$ cat src/rtl/pipeline_pkg.sv
// pipeline_pkg: opcodes, sequencer states and PC source encodings shared by the hazard logic
package pipeline_pkg;
  localparam logic [3:0] ATYPE = 4'b0001;
  localparam logic [3:0] LBU   = 4'b0100;
  localparam logic [3:0] SB    = 4'b0101;
  localparam logic [3:0] LW    = 4'b0110;
  localparam logic [3:0] SW    = 4'b0111;
  localparam logic [3:0] JMP   = 4'b1011;
  localparam logic [3:0] BLT   = 4'b1100;
  localparam logic [3:0] BGT   = 4'b1101;
  localparam logic [3:0] BEQ   = 4'b1110;
  localparam logic [3:0] HALT  = 4'b1111;
  localparam logic [1:0] PC_SEQ    = 2'b00;
  localparam logic [1:0] PC_BRANCH = 2'b01;
  localparam logic [1:0] PC_JUMP   = 2'b10;
  typedef enum logic [1:0] {RUN, MEM_WAIT, DRAIN, HALTED} state_t;
  function automatic logic is_load(input logic [3:0] op);
    return op == LBU || op == LW;
  endfunction
  function automatic logic is_mem(input logic [3:0] op);
    return op == LBU || op == SB || op == LW || op == SW;
  endfunction
  function automatic logic is_branch(input logic [3:0] op);
    return op == BLT || op == BGT || op == BEQ;
  endfunction
endpackage

$ cat src/rtl/pipeline_hazard_sequencer_hazard_detect.sv
// hazard_detect: flags a load in EX whose destination feeds a source of the instruction in ID
module hazard_detect
  import pipeline_pkg::*;
(
  input  logic [3:0] opcode_ex,
  input  logic [3:0] rd_ex,
  input  logic [3:0] rs1_id,
  input  logic [3:0] rs2_id,
  input  logic       uses_rs2_id,
  output logic       load_use
);
  assign load_use = is_load(opcode_ex) && rd_ex != 4'd0 &&
                    (rd_ex == rs1_id || (uses_rs2_id && rd_ex == rs2_id));
endmodule

$ cat src/rtl/pipeline_hazard_sequencer.sv
// pipeline_hazard_sequencer: stall/flush/halt control for the 5-stage pipeline
module pipeline_hazard_sequencer
  import pipeline_pkg::*;
#(
  parameter int DRAIN_CYCLES = 3,
  parameter int MEM_TIMEOUT  = 255,
  parameter int CNT_W        = 16
) (
  input  logic             clk,
  input  logic             rst_n,
  input  logic [3:0]       opcode_id,
  input  logic [3:0]       rs1_id,
  input  logic [3:0]       rs2_id,
  input  logic             uses_rs2_id,
  input  logic [3:0]       opcode_ex,
  input  logic [3:0]       rd_ex,
  input  logic [3:0]       opcode_mem,
  input  logic             mem_ready,
  input  logic             branch_taken,
  output logic             pc_write,
  output logic             ifid_write,
  output logic             ifid_flush,
  output logic             idex_flush,
  output logic             exmem_write,
  output logic             memwb_write,
  output logic [1:0]       pc_src,
  output logic             halted,
  output logic             mem_timeout,
  output logic [CNT_W-1:0] stall_cycles
);
  localparam int MW_W = $clog2(MEM_TIMEOUT + 1);
  localparam int DC_W = $clog2(DRAIN_CYCLES + 1);
  state_t state, next_state;
  logic [MW_W-1:0] mem_wait_cnt;
  logic [DC_W-1:0] drain_cnt;
  logic load_use, mem_stall, timeout_hit, drain_done;
  hazard_detect u_hazard_detect (
    .opcode_ex   (opcode_ex),
    .rd_ex       (rd_ex),
    .rs1_id      (rs1_id),
    .rs2_id      (rs2_id),
    .uses_rs2_id (uses_rs2_id),
    .load_use    (load_use)
  );
  assign mem_stall   = is_mem(opcode_mem) && !mem_ready && state != HALTED;
  assign timeout_hit = mem_stall && mem_wait_cnt == MW_W'(MEM_TIMEOUT - 1);
  assign drain_done  = drain_cnt == DC_W'(DRAIN_CYCLES - 1);
  assign halted      = state == HALTED;
  // Mealy decode of enables/flushes and next state, in priority mem wait > load-use > halt > branch/jump
  always_comb begin
    pc_write    = 1'b1;
    ifid_write  = 1'b1;
    ifid_flush  = 1'b0;
    idex_flush  = 1'b0;
    exmem_write = 1'b1;
    memwb_write = 1'b1;
    pc_src      = PC_SEQ;
    next_state  = state;
    if (!rst_n) begin
      pc_write    = 1'b0;
      ifid_write  = 1'b0;
      ifid_flush  = 1'b1;
      idex_flush  = 1'b1;
      exmem_write = 1'b0;
      memwb_write = 1'b0;
    end else begin
      case (state)
        RUN, MEM_WAIT: begin
          next_state = RUN;
          if (mem_stall) begin
            pc_write    = 1'b0;
            ifid_write  = 1'b0;
            exmem_write = 1'b0;
            memwb_write = 1'b0;
            next_state  = timeout_hit ? RUN : MEM_WAIT;
          end else if (load_use) begin
            pc_write   = 1'b0;
            ifid_write = 1'b0;
            idex_flush = 1'b1;
          end else if (opcode_id == HALT) begin
            pc_write   = 1'b0;
            ifid_flush = 1'b1;
            next_state = DRAIN;
          end else if (is_branch(opcode_id) && branch_taken) begin
            pc_src     = PC_BRANCH;
            ifid_flush = 1'b1;
          end else if (opcode_id == JMP) begin
            pc_src     = PC_JUMP;
            ifid_flush = 1'b1;
          end
        end
        DRAIN: begin
          pc_write    = 1'b0;
          ifid_write  = 1'b0;
          exmem_write = !mem_stall;
          memwb_write = !mem_stall;
          idex_flush  = !mem_stall;
          next_state  = (!mem_stall && drain_done) ? HALTED : DRAIN;
        end
        default: begin
          pc_write    = 1'b0;
          ifid_write  = 1'b0;
          exmem_write = 1'b0;
          memwb_write = 1'b0;
        end
      endcase
    end
  end
  // State, drain/mem-wait counters, sticky timeout flag and saturating stall counter
  always_ff @(posedge clk) begin
    if (!rst_n) begin
      state        <= RUN;
      drain_cnt    <= '0;
      mem_wait_cnt <= '0;
      mem_timeout  <= 1'b0;
      stall_cycles <= '0;
    end else begin
      state        <= next_state;
      drain_cnt    <= state != DRAIN ? '0 : mem_stall ? drain_cnt : drain_cnt + DC_W'(1);
      mem_wait_cnt <= (mem_stall && !timeout_hit) ? mem_wait_cnt + MW_W'(1) : '0;
      if (timeout_hit) mem_timeout <= 1'b1;
      if (!pc_write && state != HALTED && stall_cycles != '1) stall_cycles <= stall_cycles + CNT_W'(1);
    end
  end
endmodule

$ cat config.mk
export PLATFORM = sky130hd
export DESIGN_NAME = pipeline_hazard_sequencer
export DESIGN_NICKNAME = d
export VERILOG_FILES = /design/src/rtl/pipeline_pkg.sv /design/src/rtl/pipeline_hazard_sequencer_hazard_detect.sv /design/src/rtl/pipeline_hazard_sequencer.sv
export SDC_FILE = /design/constraint.sdc
export NUM_CORES = 1
export LEC_CHECK = 0
export ABC_AREA = 1
export CAP_MARGIN = 20
export CORE_UTILIZATION = 57
export DETAILED_ROUTE_END_ITERATION = 7
export DONT_BUFFER_PORTS = 1
export PLACE_DENSITY = 0.77
export RECOVER_POWER = 25
export SYNTH_ARGS = -nofsm -noshare
export SYNTH_HDL_FRONTEND = slang
export SYNTH_SLANG_ARGS = --single-unit
export TNS_END_PERCENT = 100
$ cat constraint.sdc
create_clock -name clk -period 1.55 [get_ports clk]
set_input_delay 0.0775 -clock clk [delete_from_list [all_inputs] [get_ports clk]]
set_output_delay 0.0775 -clock clk [all_outputs]
set_load 0.02 [all_outputs]
==> run_results.csv, run 1 <==
group,metric,value,unit
clock_network,htreeDepth,2,
synth,synthesis.nets,346,
synth,synth-async-reset-ratio,0,%
clock_network,clk_latency,340,ps
place,gp_congestion,0.770,
worst_hold_path,whs_endpoint,"state[1]",
global_routing,track_usage,24.4,%
timing,tns,-256,ps
clock_network,cts_tree,"done",
critical_path,r2r-end,"stall_cycles[9]",
critical_path,path_max_fanout,3,
power_and_ir_drop,p_per_area,609,mW/mm²
clock_network,cts.sinks,29,
timing,worst_pin_slew,719,ps
synth,synth_most_common_cell,"nand2_1",
synth,synth_cell_types,32,
critical_path,worstPathRequired,1470,ps
synth,yosys-top-cells-area,"dfxtp_1 (29%), nand2_1 (15%), inv_1 (9.7%)",
global_routing,grt_pass1_wl,6760,µm
synth,yosys.area.top_type,"dfxtp_1",
critical_path,endpoint_kind,"output port",
synth,synth_common_cells,"nand2_1 (78), inv_1 (51), nor2_1 (31)",
place,place_inst,380,
synth,ys_seq_area_share,29.4,%
timing,rsz0062_at_grt,"true",
route,wl_per_cell,12.0,µm
synth,syn-cell-area,0.00197,mm²
place,dp_slack,-44.9,ps
synth,yosysWarnings,0,
floorplanning,start_util,59.2,%
finish,fillers,248,
timing,fmax,0.600,GHz
synth,netlist_instances,313,
clock_network,cts_made_buffers,5,
critical_path,r2r_start,"stall_cycles[1]",
finish,nets,387,
route,drtIter0Drc,137,
worst_hold_path,hold_path.class,"in -> reg",
job,maxCapViolCount,0,
outcome,outcome,"finished, violations left",
power_and_ir_drop,leakage,0.00115,µW
global_routing,grt_max_degree,32,
clock_network,cts-root-buf,"clkbuf_4",
finish,multi_input_area,0.00122,mm²
timing,period_share,107,%
synth,synth_edf_count,0,
floorplanning,core,0.00334,mm²
floorplanning,die-area,0.00370,mm²
floorplanning,rows,21,
outcome,violations,"setup timing",
global_routing,grt_antenna_before_repair,0,
synth,synth_flop_cell,"dfxtp_1",
timing,fin_skew,16.2,ps
critical_path,worstSetupPathType,"reg -> out",
critical_path,arrival,1590,ps
timing,layout_setup_ws,-116,ps
worst_hold_path,min_from,"opcode_id[0]",
place,hpwl,3020,µm
power_and_ir_drop,vdd_drop_max,0.496,mV
clock_network,path_clk_slew,90,ps
finish,regArea,597,µm²
route,vias_per_cell,5.21,
synth,synth.avg_cell_area,6.31,µm²
route,finalWirelength,4800,µm
critical_path,rr_worst_depth,12,
timing,finalSetupViolCount,5,
timing,drv_slew,0,
place,io_buffers,0,
timing,finalHoldViolCount,0,
critical_path,rrSetupSlack,0,ps
route,ant_nets,0,
global_routing,grt_overflow,0,
finish,instances_no_fill,400,
route,vias,2082,
timing,fin_crit,1670,ps
finish,drive_gt1_share,32.2,%
synth,synth-seq-cells,29,
critical_path,start_kind,"flip-flop",
timing,maxSlewHeadroom,52.0,%
floorplanning,die_x,60.9,µm
finish,antenna_cells,0,
synth,yosysTopAreaCellShare,29.4,%
clock_network,clockBufferDepth,2,
route,drc,0,
worst_hold_path,min_path_cells,4,
route,drt_pass1_iterations,7,
floorplanning,ios,55,
global_routing,grt_pass1_vias,1713,
finish,syn_to_final_growth,27.8,%
timing,fin_hold_ws,33.6,ps
floorplanning,fp.dieH,60.9,µm
## registers in the layout, summed over array words and instances (netlist names)
| name | flops |
|---|---|
| state | 2 |
| drain_cnt | 2 |
| mem_wait_cnt | 8 |
| mem_timeout | 1 |
| stall_cycles | 16 |
## layout by cell type, fill, tap and decap left out, types with 10 or more instances in the layout
cell / netlist / routed
buf_4: 1 / 27
dfxtp_1: 29 / 20
inv_1: 51 / 47
inv_2: 2 / 10
nand2_1: 78 / 68
nand2_2: 2 / 11
nand3_1: 21 / 17
nand4_1: 22 / 22
nor2_1: 31 / 24
nor2_2: 19 / 21
## worst max-delay path, cell delays in order, from the launching register on
cell and delay (ps):
dfxtp_2 350, nand2_2 70, inv_4 100, nor2_4 40, inv_2 70, nand2_2 60, nor2_4 100, nand2_2 80
buf_6 130, nor3_4 110, buf_6 130
## cell families after synthesis
group / synth area share, %
AND/OR/NAND/NOR: 45.9
adder cells (fa/ha/maj): 2.53
flip-flops: 29.4
XOR/XNOR: 1.77
buffers and inverters: 15.7
AO/OA/AOI/OAI: 4.69
## worst max path at each step
| stage | startpoint | endpoint |
|---|---|---|
| CTS | state[1] | pc_src[0] |
| global route | state[1] | pc_src[1] |
| detailed placement | stall_cycles[0] | stall_cycles[15] |
| finish | state[1] | pc_src[1] |
| floorplan | stall_cycles[0] | stall_cycles[14] |
| global placement | stall_cycles[0] | stall_cycles[15] |
## repair_timing
item / 4_1_cts / 5_1_grt
pin swaps: 19 / 33
setup endpoints to repair: 10 / 20
hold buffers: 1 / 0
endpoints found under the hold margin: 21 / 0
gates resized for setup: 18 / 43
setup buffers: 8 / 5
## power by group
| part | internal [µW] | total, µW | switching, µW |
|---|---|---|---|
| Clock | 214 | 478 | 265 |
| Sequential | 759 | 772 | 12.3 |
| Combinational | 111 | 287 | 176 |
## through the flow
step	power, µW	utilization, %	cell area (µm²)
2_1_floorplan	982	-	1990
3_3_place_gp	1020	66.5	2220
3_5_place_dp	1020	66.5	2220
4_1_cts	1520	71.7	2390
5_1_grt	1610	75.6	2520
6_report	1540	75.6	2520
## cell type report
type / count / area share (%)
multi-input cells: 211 / 48.6
flip-flops and latches: 29 / 23.7
repair buffers: 43 / 13.5
inverters: 64 / 9.82
well taps: 46 / 2.28
clock buffers: 7 / 2.18
## layer usage
metal / vias up / routed length [µm] / track usage, %
li1: 1069 / - / -
met1: 927 / 1960 / 28.5
met2: 72 / 2390 / 42.2
met3: 14 / 325 / 7.89
met4: 0 / 127 / 8.12
met5: - / 0 / 0
Power figures use the tool's default switching activity.
==> inputs of run 2 (changes only) <==
Settings changed: CORE_ASPECT_RATIO set to 1.75.
==> run_results.csv, run 2 (same netlist as run 1, synthesis figures left out) <==
group,metric,value,unit
critical_path,worstSetupPathType,"reg -> reg",
place,dp_slack,-68.1,ps
timing,fmax,0.605,GHz
critical_path,slowest_delay,360,ps
power_and_ir_drop,p_comb_share,18.6,%
timing,worst_pin_slew,680,ps
floorplanning,start_util,61.5,%
clock_network,cts_tree,"done",
timing,fin_crit,1650,ps
floorplanning,ios,55,
critical_path,start_kind,"flip-flop",
critical_path,arrival,1840,ps
place,hpwl,3280,µm
route,drc,0,
finish,reg.largest.list,"stall_cycles (16), mem_wait_cnt (8)",
global_routing,grt_overflow,0,
global_routing,grt_antenna_before_repair,0,
clock_network,cts-root-buf,"clkbuf_8",
critical_path,crit_slowest_cell,"dfxtp_4",
critical_path,worstPathRequired,1740,ps
route,drt_pass1_iterations,5,
finish,drive_gt1_share,35.7,%
global_routing,grt_max_degree,32,
finish,top_register,"stall_cycles",
power_and_ir_drop,p_sw,530,µW
global_routing,grt_pass1_wl,8020,µm
clock_network,cts.sinks,29,
clock_network,clockBufferDepth,2,
route,wl_per_cell,14.5,µm
floorplanning,fp.dieH,79.9,µm
floorplanning,rows,27,
global_routing,track_usage,29.1,%
floorplanning,die_x,46.5,µm
clock_network,htreeDepth,2,
critical_path,endpoint_kind,"flip-flop",
worst_hold_path,whs_endpoint,"state[1]",
timing,layout_setup_ws,-102,ps
timing,drv_slew,0,
finish,instances_no_fill,410,
worst_hold_path,min_from,"opcode_id[0]",
global_routing,grt_pass1_vias,2082,
job,maxCapViolCount,0,
finish,fin_util,82.7,%
floorplanning,die-area,0.00371,mm²
clock_network,clk_latency,290,ps
power_and_ir_drop,pwr-share-clk,36.5,%
critical_path,r2r-end,"stall_cycles[14]",
route,finalWirelength,5950,µm
finish,layout_common_cells,"nand2_1 (69), inv_1 (46), buf_4 (44)",
finish,syn_to_final_growth,34.3,%
critical_path,rrSetupSlack,-100,ps
finish,largest_reg_flops,16,
critical_path,rr_worst_depth,12,
finish,layout_commonest_cell,"nand2_1",
place,gp_congestion,0.837,
finish,regArea,596,µm²
timing,rsz0062_at_grt,"true",
finish,fillers,206,
critical_path,path_max_fanout,4,
power_and_ir_drop,internal_power,1200,µW
finish,multi_input_area,0.00126,mm²
outcome,violations,"setup timing",
critical_path,r2r_start,"stall_cycles[0]",
power_and_ir_drop,switching_share,30.7,%
route,vias,2265,
route,ant_nets,0,
place,io_buffers,0,
floorplanning,core,0.00321,mm²
power_and_ir_drop,seqPwrFrac,44.8,%
finish,antenna_cells,0,
timing,period_share,107,%
clock_network,path_clk_slew,70,ps
timing,finalHoldViolCount,0,
timing,maxSlewHeadroom,54.5,%
power_and_ir_drop,p_per_area,651,mW/mm²
timing,finalSetupViolCount,10,
clock_network,cts_made_buffers,5,
route,vias_per_cell,5.52,
worst_hold_path,hold_path.class,"in -> reg",
worst_hold_path,min_path_cells,4,
power_and_ir_drop,leakage,0.00125,µW
finish,nets,399,
power_and_ir_drop,vdd_drop_max,0.667,mV
outcome,outcome,"finished, violations left",
timing,fin_skew,3.56,ps
place,place_inst,380,
critical_path,path_cells,"ha_4 -> nand2_4 -> nor2_4 -> buf_6 -> nand3b_1 -> nor2_1 -> nand2_1 -> nand3b_1 -> nor2_2 -> nand4_1 -> nand2_1 -> nor2_2",
route,drtIter0Drc,90,
[run 2: changes by cell type in the layout (fill, tap and decap cells not counted), moves of 2 or more]
cell / change
clkbuf_1: -4
clkinv_2: +4
nand2_2: -3
clkbuf_8: +4
clkbuf_4: -5
nand2_4: +2
nor2_2: +2
buf_4: +17
buf_6: -5
dlygate4sd3_1: +3
[run 2: power groups by stage]
stage	clock network, µW	logic [µW]	registers (µW)
2_1_floorplan	0	182	800
3_3_place_gp	0	231	787
3_5_place_dp	0	235	789
4_1_cts	628	280	773
5_1_grt	656	343	776
6_report	631	321	775
[run 2: worst max path at each step]
| stage | start | to | slack, ps | cells past startpoint |
|---|---|---|---|---|
| final | stall_cycles[0] | stall_cycles[14] | -100 | 12 |
| after global routing | stall_cycles[0] | stall_cycles[15] | -210 | 11 |
| after CTS | state[0] | pc_src[0] | -70 | 8 |
| after detailed placement | stall_cycles[0] | stall_cycles[15] | -70 | 12 |
| after global placement | stall_cycles[0] | stall_cycles[15] | -20 | 12 |
| after floorplan | stall_cycles[0] | stall_cycles[14] | -8 | 12 |
[run 2: final cells by class]
type	instances	area share, %
well taps	43	2.03
repair buffers	54	15.6
flip-flops and latches	29	22.5
multi-input cells	212	47.5
inverters	64	9.20
clock buffers	5	2.59
clock inverters	3	0.660
[run 2: per-layer routing]
metal | vias to the layer above | routed length, µm | GRT usage, %
met5 | - | 0 | 0
met4 | 0 | 187 | 15.6
met3 | 24 | 344 | 6.56
met2 | 94 | 3320 | 53.5
met1 | 1057 | 2100 | 27.3
li1 | 1090 | - | -
[run 2: worst max-delay path, delay by kind of cell (launching register included)]
family                     cells  cell delay (ps)
and+or+nand+nor               10              910
adders and majority gates      1              170
DFF                            1              360
buffers and inverters          1              110
[run 2: repair_timing]
| item | CTS | global route |
|---|---|---|
| setup endpoints to repair | 11 | 23 |
| hold buffers | 3 | 1 |
| gates cloned | 0 | 1 |
| pin swaps | 23 | 18 |
| setup buffers | 13 | 5 |
| endpoints found under the hold margin | 21 | 2 |
| gates resized for setup | 22 | 38 |
[run 2: metrics by stage]
stage	hold WS (ps)	setup TNS (ps)	cell area (µm²)	total power, µW
after detailed placement	213	-111	2220	1020
after CTS	74.1	-243	2500	1680
final	96.9	-623	2650	1730
after floorplan	206	-8.57	1990	982
after global placement	214	-23.5	2220	1020
after global routing	132	-1910	2650	1780
==> inputs of run 3 (changes only) <==
Clock period 1.55 ns to 1.34 ns, I/O delays scaled along.
==> run_results.csv, run 3 (same netlist as run 1, synthesis figures left out) <==
group,metric,value,unit
outcome,outcome,"finished, violations left",
outcome,violations,"hold timing, setup timing",
timing,worst_pin_slew,715,ps
critical_path,cpMostUsedCell,"nand2_4",
route,vias_per_cell,5.60,
clock_network,cts_tree,"done",
power_and_ir_drop,power,2020,µW
clock_network,cts_made_buffers,5,
floorplanning,core,0.00321,mm²
finish,syn_to_final_growth,40.8,%
critical_path,endpoint_kind,"flip-flop",
place,hpwl,3470,µm
clock_network,clk_latency,290,ps
worst_hold_path,hold_path.class,"in -> reg",
critical_path,path_max_fanout,4,
critical_path,worstSetupPathType,"reg -> reg",
finish,design_area,0.00278,mm²
finish,drive_gt1_share,41.0,%
critical_path,path_cells,"ha_4 -> nand2_4 -> nor2_4 -> nand3_2 -> buf_6 -> nand2_4 -> inv_4 -> nand2_4 -> nor2_4 -> nand4_1 -> nand2_1 -> nor2_2",
clock_network,cts.sinks,29,
timing,fin_skew,7.41,ps
place,place_inst,394,
power_and_ir_drop,p_per_area,727,mW/mm²
finish,nets,403,
critical_path,r2r_start,"stall_cycles[0]",
critical_path,cp-startpoint,"stall_cycles[0]",
critical_path,crit_slowest_cell,"dfxtp_4",
finish,layout_commonest_cell,"nand2_1",
route,wl_per_cell,15.4,µm
finish,reg.largest.list,"stall_cycles (16), mem_wait_cnt (8)",
timing,rsz0062_at_grt,"true",
critical_path,rr_worst_depth,12,
critical_path,r2r-end,"stall_cycles[10]",
place,placed_area,0.00242,mm²
timing,fmax,0.621,GHz
timing,finalHoldViolCount,1,
timing,fin_crit,1610,ps
clock_network,cts-root-buf,"clkbuf_8",
finish,fin_util,86.6,%
floorplanning,rows,27,
worst_hold_path,min_path_cells,2,
worst_hold_path,whs_endpoint,"mem_wait_cnt[1]",
timing,fin_hold_ws,-1.66,ps
floorplanning,fp.dieH,79.9,µm
critical_path,rrSetupSlack,-270,ps
critical_path,start_kind,"flip-flop",
job,maxCapViolCount,0,
global_routing,grt_antenna_before_repair,0,
floorplanning,start_util,61.5,%
timing,period_share,120,%
power_and_ir_drop,vdd_drop_max,0.815,mV
route,drt_pass1_iterations,5,
global_routing,grt_pass1_vias,2196,
clock_network,clockBufferDepth,2,
timing,finalSetupViolCount,24,
global_routing,grt_pass1_wl,8490,µm
finish,largest_reg_flops,16,
clock_network,htreeDepth,2,
place,io_buffers,0,
critical_path,arrival,1800,ps
global_routing,track_usage,30.9,%
global_routing,grt_max_degree,32,
finish,top_register,"stall_cycles",
timing,maxSlewHeadroom,52.3,%
finish,fillers,186,
timing,drv_slew,0,
power_and_ir_drop,leakage,0.00133,µW
route,drtIter0Drc,110,
critical_path,worstPathRequired,1530,ps
route,finalWirelength,6390,µm
place,gp_congestion,0.818,
route,ant_nets,0,
clock_network,path_clk_slew,70,ps
global_routing,grt_overflow,0,
route,vias,2319,
finish,antenna_cells,0,
floorplanning,die_x,46.5,µm
floorplanning,die-area,0.00371,mm²
floorplanning,ios,55,
route,drc,0,
worst_hold_path,min_from,"rst_n",
timing,layout_setup_ws,-269,ps
finish,multi_input_area,0.00130,mm²
critical_path,slowest_delay,360,ps
finish,regArea,609,µm²
finish,instances_no_fill,414,
finish,layout_common_cells,"nand2_1 (66), inv_1 (45), buf_4 (41)",
==> run 3: routing by layer <==
layer  routed length (µm)  vias to the layer above  share of wire [%]  GRT usage (%)
met4                  367                        0                5.7           19.4
met2                 3390                       99                 53           56.5
met5                    0                        -                  0              0
met1                 2220                     1082                 35           26.7
li1                     -                     1098                  -              -
met3                  414                       40                6.5           8.82
==> run 3: final cells by class <==
| type | count | share of cell area (%) |
|---|---|---|
| clock inverters | 3 | 0.630 |
| flip-flops and latches | 29 | 21.9 |
| well taps | 43 | 1.94 |
| repair buffers | 59 | 17.1 |
| clock buffers | 5 | 2.48 |
| inverters | 64 | 9.36 |
| multi-input cells | 211 | 46.6 |
==> run 3: critical path: cells and delay by family (launching register included) <==
family	cells	cell delay, ps
simple gates	9	760
fa+ha+maj	1	170
flops	1	360
buf+inv	2	210
==> run 3: power by group <==
| part | total (µW) | switching [µW] | leakage (µW) | internal [µW] |
|---|---|---|---|---|
| logic | 389 | 230 | 0.00104 | 159 |
| clock network | 731 | 373 | 0.0000439 | 358 |
| registers | 900 | 22.3 | 0.000243 | 878 |
==> run 3: timing repair <==
item / 4_1_cts / 5_1_grt
gates resized for setup: 35 / 30
hold endpoints to repair: 21 / 0
pin swaps: 25 / 27
setup endpoints to repair: 23 / 30
setup buffers: 6 / 6
hold buffers: 2 / 0
==> run 3: worst max path at each step <==
stage | endpoint | slack, ps | cells past startpoint
finish | stall_cycles[10] | -270 | 12
global route | stall_cycles[14] | -360 | 9
CTS | pc_src[1] | -180 | 9
detailed placement | stall_cycles[15] | -210 | 12
global placement | stall_cycles[15] | -150 | 12
floorplan | stall_cycles[15] | -140 | 12
==> run 3: per-stage QoR <==
| step | setup WS, ps | TNS [ps] |
|---|---|---|
| 2_1_floorplan | -144 | -455 |
| 3_3_place_gp | -152 | -905 |
| 3_5_place_dp | -208 | -1440 |
| 4_1_cts | -178 | -2300 |
| 5_1_grt | -365 | -6800 |
| 6_report | -269 | -4480 |
